[config.mk]
export PLATFORM = sky130hd
export DESIGN_NAME = sat_counter
export DESIGN_NICKNAME = d
export VERILOG_FILES = /design/src/rtl/prbs_checker_sat_counter.sv
export SDC_FILE = /design/constraint.sdc
export NUM_CORES = 1
export LEC_CHECK = 0
export ABC_AREA = 1
export CAP_MARGIN = 10
export CORE_MARGIN = 2
export CORE_UTILIZATION = 46
export CTS_BUF_LIST = sky130_fd_sc_hd__clkbuf_16
export CTS_CLUSTER_SIZE = 12
export DETAILED_ROUTE_END_ITERATION = 8
export PLACE_DENSITY = 0.74
export SETUP_SLACK_MARGIN = 0.4
export SYNTH_ARGS = -nofsm -noshare
export SYNTH_HDL_FRONTEND = slang
export SYNTH_SLANG_ARGS = --single-unit
export TNS_END_PERCENT = 30
[constraint.sdc]
create_clock -name clk -period 1.55 [get_ports clk]
set_input_delay 0.155 -clock clk [delete_from_list [all_inputs] [get_ports clk]]
set_output_delay 0.155 -clock clk [all_outputs]
set_load 0.02 [all_outputs]
[src/rtl/prbs_checker_sat_counter.sv]
// Saturating up-counter with synchronous clear; holds at all-ones.
module sat_counter #(
    parameter int W = 16
) (
    input  logic         clk,
    input  logic         rst,
    input  logic         clr,
    input  logic         inc,
    output logic [W-1:0] count
);

    logic [W-1:0] count_reg;

    always_ff @(posedge clk or posedge rst) begin
        if (rst) begin
            count_reg <= '0;
        end else if (clr) begin
            count_reg <= '0;
        end else if (inc && (count_reg != '1)) begin
            count_reg <= count_reg + W'(1);
        end
    end

    assign count = count_reg;

endmodule

Word level (Yosys, flattened, before mapping)

Cells that the tools add are included.

Register bits: 16
Input port bits: 4
Output and inout port bits: 16
Word-level logic and storage cells: 7

$add $sub $neg: 1
Multiplexer cells: 2
Equality and inequality tests: 1
Reductions and logical operators: 2

Operators by type and width:

| cell                                          | count |
|---|---|
| 2-to-1 mux 16 bit                             | 2 |
| adder 16 x 1 -> 16 bit, second input constant | 1 |
| inequality test 16 bit, second input constant | 1 |
| nonzero test 2 bit                            | 1 |
| logical AND 1 bit                             | 1 |

Longest topological paths before layout

Gate-level depths: netlist (run 1).

Depth after elaboration: 4
Gate-level depth with buffers: 10
Mapped depth without buffers: 9

Least setup slack after synthesis (run 1)

Ideal clock, no wire load.

Kind: register to register
Start point: register count_reg[1], in the netlist count[1]
End point: register count_reg[12], in the netlist count[12]
Period minus slack after synthesis: 1.650 ns
Setup slack: -0.100 ns
Cell stages (with the launch flop): 11
Data required time: 1.484 ns
Library setup time: 0.066 ns
Buffers on the path: 1
Arrival time: 1.585 ns
Path through: dfrtp_1 ha_1 nand2_2 nor2_8 nand2_4 nor2_4 nor2_2 nor2_4 buf_6 nand2_1 nand2_1

Longest elaborated chain between the ends: 3
Elaborated cells between the ends (all ways): 6
Classes of those cells: add/sub: 1; eq/ne: 1; mux: 2; reduce/logical: 2

RTL lines:

| item                                                                    | RTL line | source |
|---|---|---|
| start, declared                                                         | 12       | `logic [W-1:0] count_reg;` |
| start signal, assigned                                                  | 20       | `count_reg <= count_reg + W'(1);` |
| adder 16 x 1 -> 16 bit / inequality test 16 bit (equally long branches) | 20, 19   |  |
| 2-to-1 mux 16 bit / logical AND 1 bit (equally long branches)           | 19       | `end else if (inc && (count_reg != '1)) begin` |
| 2-to-1 mux 16 bit / nonzero test 2 bit (equally long branches)          | --       |  |

Parallel ways exist; a longest one is shown, timed or not. The select of a mux whose other input is x is not followed.
A chain may end at the register's enable or synchronous reset.

Worst setup path in the final report (run 1)

Start point: register count_reg[5], in the netlist count[5]
End point: register count_reg[15], in the netlist count[15]

Same word-level chain as after synthesis.

==> results.cfg, run 1 <==
[synth]
ys_warn_count = 0
synth_ff_type = dfrtp_1
synth_area_per_cell_um2 = 6.81
synth_cells = 159
ys_seq_elements = 16
syn_nets = 164
syn-cell-area_mm2 = 0.00108
synth_top_area_share_pct = 37.0
synth.yosys.seq_area_share_pct = 37.0
synth-edff-count = 0
synthArstFlopShare_pct = 100
ys_types = 24
synthTopCellsByArea = dfrtp_1 37%, nand2_1 22%, nand4_1 6.4%, nand3_1 5.5%, inv_1 5.5%
yosysTopAreaCell = dfrtp_1

[timing]
fin_crit_sh_pct = 93.8
finalSetupTns_ps = 0
finalHoldViolCount = 0
worst_slew_pin_slew_ps = 267
rsz0062_at_grt = yes
finalWorstSetupSlack_ps = 95.9
fin_crit_ps = 1450
relSlewSlack_pct = 82.1
setup_viol_count_final = 0
drv_slew = 0
fin_skew_ps = 1.04
fmax_mhz = 688

[critical_path]
path_common_cell = nand2_1
cp_max_fo = 4
worstPathRequired_ps = 1690
path_cells = buf_4, nand2_1, nor2_1, nand2_1, o21ai_0, nand2_1, nand2_1, nand2_1
cp.arrival_ps = 1590
crit_slowest_cell = dfrtp_1
critPathLaunchType = register
critical_path_buf_inv_count = 1
crit_family = simple AND/OR/NAND/NOR gates
path_class = register to register
critPathMaxStageDelay_ps = 370
crit_path_end_kind = register

[pwr]
leakage_nw = 0.938
power_density_mw_per_mm2 = 629
peakVddDrop_uv = 634

[route]
dr.pass1.iters = 4
drc_errors = 0
ant_nets = 0
wl_um = 3380
vias_per_cell = 5.40
wl_per_cell_um = 14.3
via_count = 1275
drtIter0Drc = 70

[clock_network]
cts_tree = built
cts.sinks = 16
clkSlewWorstSetupHoldPaths_ps = 50
cts-htree-levels = 1
clk_latency_ps = 240
root_buffer = clkbuf_16
cts_made_buffers = 3
cts_hold_buf = 0
max-clock-path-buffers = 2

[die]
die_area_mm2 = 0.00276
start_util_pct = 49.0
io_pins = 20
coreArea_mm2 = 0.00221
die_w_um = 52.5
row_count = 17
die_h_um = 52.5

[finish]
area_delta_synth_final_pct = 51.8
largest_register_ffs = 16
diodes = 0
drive_gt1_share_pct = 27.4
layout.cells.non_filler = 236
mostFrequentLayoutCell = nand2_1
final_nets = 214
layout_common_cells = 56 x nand2_1, 25 x buf_4, 16 x inv_1, 16 x dlygate4sd2_1, 13 x nor2_1

[run]
maxCapViolations = 0

[grt]
grt_usage_pct = 27.5
grt_pass1_wl_um = 5460
antenna_found_initial = 0
grt_pass1_vias = 1209
grt_max_degree = 17
grt.overflow.total = 0

[placed_design]
place_ws_ps = -31.4
dpl.hpwl_um = 2250
portBuffers = 19
globalplace.congestion = 0.844
dp.cells = 223

[run_status]
status = complete, no violations

[min_path]
hp-class = input port to asynchronous set/reset pin
logic make-up (layout without fill, tap and decap cells):
| group | after synthesis | count (layout) | share of synthesized area (%) |
|---|---|---|---|
| simple gates | 114 | 114 | 49.2 |
| buf+inv | 21 | 70 | 8.08 |
| compound gates | 3 | 3 | 1.38 |
| xor+xnor | 4 | 4 | 3.23 |
| flops | 16 | 16 | 37.0 |
| fa+ha+maj | 1 | 1 | 1.15 |
through the flow:
stage | power, mW | utilization, % | hold WS [ps] | cell area (um2)
2_1_floorplan | 0.483 | - | 68.6 | 1110
3_3_place_gp | 0.520 | 66.0 | 475 | 1460
3_5_place_dp | 0.523 | 66.0 | 483 | 1460
4_1_cts | 1.04 | 72.7 | 225 | 1610
5_1_grt | 1.07 | 74.4 | 275 | 1650
6_report | 1.03 | 74.4 | 217 | 1650
cell usage after synthesis (2+ instances only):
cell,number
nor2_2,2
xnor2_1,2
nand2_1,64
dfrtp_1,16
nor2_1,16
nand3_1,12
xor2_1,2
inv_1,16
nand4_1,11
nor2_4,3
nand3b_1,2
final timing paths:
kind,from,endpoint,slack [ps],cells past startpoint
setup / recovery,count[5],count[15],100,8
hold / removal,rst,count[5],220,3
setup reg to reg,count[5],count[15],100,8
hold reg to reg,count[10],count[10],560,2
max in group asynchronous,rst,count[10],1130,3
min in group clk,count[10],count[10],560,2
metal layers:
layer  wire length [um]  vias to the layer above  global-route usage [%]
met5                  0                        -                       0
met4                 55                        0                    10.7
met3                183                        8                    3.14
met2               1770                       64                    48.3
met1               1370                      598                    34.1
li1                   -                      605                       -
power breakdown:
group | switching, mW | leakage, nW | internal, mW
logic | 0.0581 | 0.684 | 0.0463
clock network | 0.158 | 0.0385 | 0.342
registers | 0.00590 | 0.216 | 0.424
total | 0.222 | 0.938 | 0.812
what timing repair did:
| action | 4_1_cts | 5_1_grt |
|---|---|---|
| gates resized for setup | 25 | 11 |
| pin swaps | 10 | 3 |
| setup buffers | 8 | 1 |
| setup endpoints to repair | 32 | 32 |
final cells by class:
cell class	instances	area (um2)
clock inverters	1	3.75
repair buffers	48	403
clock buffers	3	75.1
fillers	173	567
multi-input cells	122	656
inverters	18	67.6
well taps	28	35.0
flip-flops and latches	16	405
worst min-delay path, cell delays in order:
cell and delay, ps:
clkdlybuf4s50_1 390, inv_1 50, buf_4 230
Note: power is estimated with default switching activity, not from simulation.
==> run 2, diff against run 1 <==
--- a/config.mk
+++ b/config.mk
@@ -5,14 +5,13 @@
 export SDC_FILE = /design/constraint.sdc
 export NUM_CORES = 1
 export LEC_CHECK = 0
-export ABC_AREA = 1
 export CAP_MARGIN = 10
 export CORE_MARGIN = 2
-export CORE_UTILIZATION = 46
+export CORE_UTILIZATION = 44
 export CTS_BUF_LIST = sky130_fd_sc_hd__clkbuf_16
 export CTS_CLUSTER_SIZE = 12
 export DETAILED_ROUTE_END_ITERATION = 8
-export PLACE_DENSITY = 0.74
+export PLACE_DENSITY = 0.73
 export SETUP_SLACK_MARGIN = 0.4
 export SYNTH_ARGS = -nofsm -noshare
 export SYNTH_HDL_FRONTEND = slang
==> run 2 against run 1 <==
  * The run now ends with setup timing left
  * Wire length fell by 0.24%
  * Clock skew grew 7.6 ps
  * Register-to-register slack lost 330 ps
  * Design area down 4.0%
==> results.cfg, run 2 <==
[synth]
synth-edff-count = 0
synth_ff_type = dfrtp_1
yosysTopAreaCell = dfrtp_1
synth_most_common_cell = dfrtp_1
ys_warn_count = 0
synthArstFlopShare_pct = 100
synth_area_per_cell_um2 = 9.23
synthTopCellsByCount = 16 x dfrtp_1, 12 x a21oi_1, 7 x nand3_1
synth.yosys.seq_area_share_pct = 43.0
syn-cell-area_um2 = 932
synthTopCellsByArea = dfrtp_1 43%, a21oi_1 6.4%, or4_1 4.8%, o31ai_1 4.0%, or3_1 4.0%
ys_types = 29
synth_top_area_share_pct = 43.0
syn_nets = 106
ys_seq_elements = 16
synth_cells = 101

[placed_design]
place_ws_ps = -270
globalplace.congestion = 0.772
dpl.hpwl_um = 1910
portBuffers = 19

[critical_path]
reg2regPathDepth = 5
critPathLaunchType = register
path_class = register to register
worstPathRequired_ps = 1670
timing.rr.end = count[13]
critPathMaxStageDelay_ps = 550
path_cells = nand4_1, or4_4, buf_4, o31ai_1, a21oi_2
crit_slowest_cell = or4_4
cp.arrival_ps = 1910
crit_path_end_kind = register
cp_max_fo = 5
regToRegStartpoint = count[2]
reg2reg_setup_slack_ps = -230
critical_path_buf_inv_count = 1
crit_family = simple AND/OR/NAND/NOR gates

[finish]
layout_common_cells = 39 x buf_4, 10 x dfrtp_2, 10 x buf_2, 8 x a21oi_1, 6 x dfrtp_1
final_nets = 165
largest_register_ffs = 16
area_delta_synth_final_pct = 69.5
diodes = 0
drive_gt1_share_pct = 57.9
mostFrequentLayoutCell = buf_4

[clock_network]
root_buffer = clkbuf_16
cts.sinks = 16
cts_made_buffers = 3
clkSlewWorstSetupHoldPaths_ps = 50
cts_tree = built
max-clock-path-buffers = 2
cts-htree-levels = 1
clk_latency_ps = 250
cts_hold_buf = 0

[timing]
relSlewSlack_pct = 73.6
finalHoldViolCount = 0
worst_slew_pin_slew_ps = 394
fin_crit_ps = 1780
fin_crit_sh_pct = 115
finalWorstSetupSlack_ps = -231
fin_skew_ps = 8.59
rsz0062_at_grt = yes
fmax_mhz = 561
setup_viol_count_final = 11
drv_slew = 0

[run_status]
status = finished, violations left
violations = setup timing

[min_path]
hp-class = input port to asynchronous set/reset pin

[route]
wl_um = 3380
drc_errors = 0
drtIter0Drc = 40
wl_per_cell_um = 18.2
dr.pass1.iters = 5
vias_per_cell = 5.99
ant_nets = 0
via_count = 1114

[die]
io_pins = 20
die_area_mm2 = 0.00250
die_h_um = 50.0
start_util_pct = 47.0
row_count = 16
coreArea_mm2 = 0.00198
die_w_um = 50.0

[grt]
grt_pass1_wl_um = 5120
grt_pass1_vias = 1071
grt_max_degree = 17
grt.overflow.total = 0
grt_usage_pct = 27.1
antenna_found_initial = 0

[pwr]
leakage_nw = 0.697
power_density_mw_per_mm2 = 663
peakVddDrop_uv = 600
p_total_mw = 1.05

[run]
maxCapViolations = 0
==> run 2: cell types whose count changed in the layout (fill, tap and decap cells not counted), moves of 6 or more <==
cell,before,now
nand2_1,56,4
inv_1,16,4
nand3_1,12,5
nor2_1,13,3
dlygate4sd2_1,16,1
dfrtp_1,12,6
a21oi_1,1,8
buf_4,25,39
nand4_1,11,4
buf_2,0,10
dfrtp_2,4,10
==> run 2: layer usage <==
layer	wire [um]	vias up	track usage, %	part of all wire [%]
li1	-	509	-	-
met1	1320	532	34.2	39
met2	1700	54	46.1	50
met3	207	19	3.64	6.1
met4	148	0	11.1	4.4
met5	0	-	0	0
==> run 2: what timing repair did <==
action / CTS / global route
gates resized for setup: 77 / 16
setup endpoints to repair: 32 / 23
pin swaps: 12 / 5
setup buffers: 6 / 1
==> run 2: worst reg2reg max path, cell delays in order, from the launching register on <==
cell     delay [ps]
dfrtp_2         380
nand4_1         170
or4_4           550
buf_4           170
o31ai_1         300
a21oi_2          90
==> run 2: power breakdown <==
part	internal [mW]	switching [mW]
combinational	0.0479	0.0495
clock	0.343	0.175
sequential	0.424	0.00841
total	0.815	0.233
==> run 2: logic make-up (layout without fill, tap and decap cells) <==
group                    count (synthesis)  in the layout  share of synthesized area, %
AO/OA/AOI/OAI                           25             25                          15.7
adder cells (fa/ha/maj)                  1              1                          1.34
buffers and inverters                    7             65                          3.89
flip-flops                              16             16                          43.0
multiplexers                             3              3                          3.49
AND/OR/NAND/NOR                         49             49                          32.6
==> run 2: layout make-up <==
type	count	area, um2
multi-input cells	78	606
flip-flops and latches	16	413
clock buffers	3	75.1
fillers	122	402
repair buffers	58	438
clock inverters	1	3.75
well taps	27	33.8
inverters	3	11.3
==> run 2: worst max path at each step <==
stage | from | to | slack [ps] | cells past startpoint
6_report | count[2] | count[13] | -230 | 5
4_1_cts | count[5] | count[13] | -140 | 4
5_1_grt | count[2] | count[13] | -300 | 5
2_1_floorplan | count[8] | count[13] | -210 | 4
3_5_place_dp | inc | count[13] | -270 | 5
3_3_place_gp | inc | count[13] | -250 | 5
==> run 2: per-stage QoR <==
stage	cells	utilization, %	hold WS, ps	TNS, ps	area, um2
floorplan	101	-	68.1	-1020	973
global route	186	79.7	290	-1790	1580
detailed placement	175	70.8	483	-1640	1400
finish	186	79.7	229	-979	1580
global placement	175	70.8	476	-1380	1400
CTS	185	76.6	222	-542	1520
==> run 3, diff against run 2 <==
--- a/config.mk
+++ b/config.mk
@@ -5,6 +5,7 @@
 export SDC_FILE = /design/constraint.sdc
 export NUM_CORES = 1
 export LEC_CHECK = 0
+export ABC_CLOCK_PERIOD_IN_PS = 1550
 export CAP_MARGIN = 10
 export CORE_MARGIN = 2
 export CORE_UTILIZATION = 44
==> results of run 3 <==
Same layout as run 2: the final DEF is identical, and so are final timing and power.
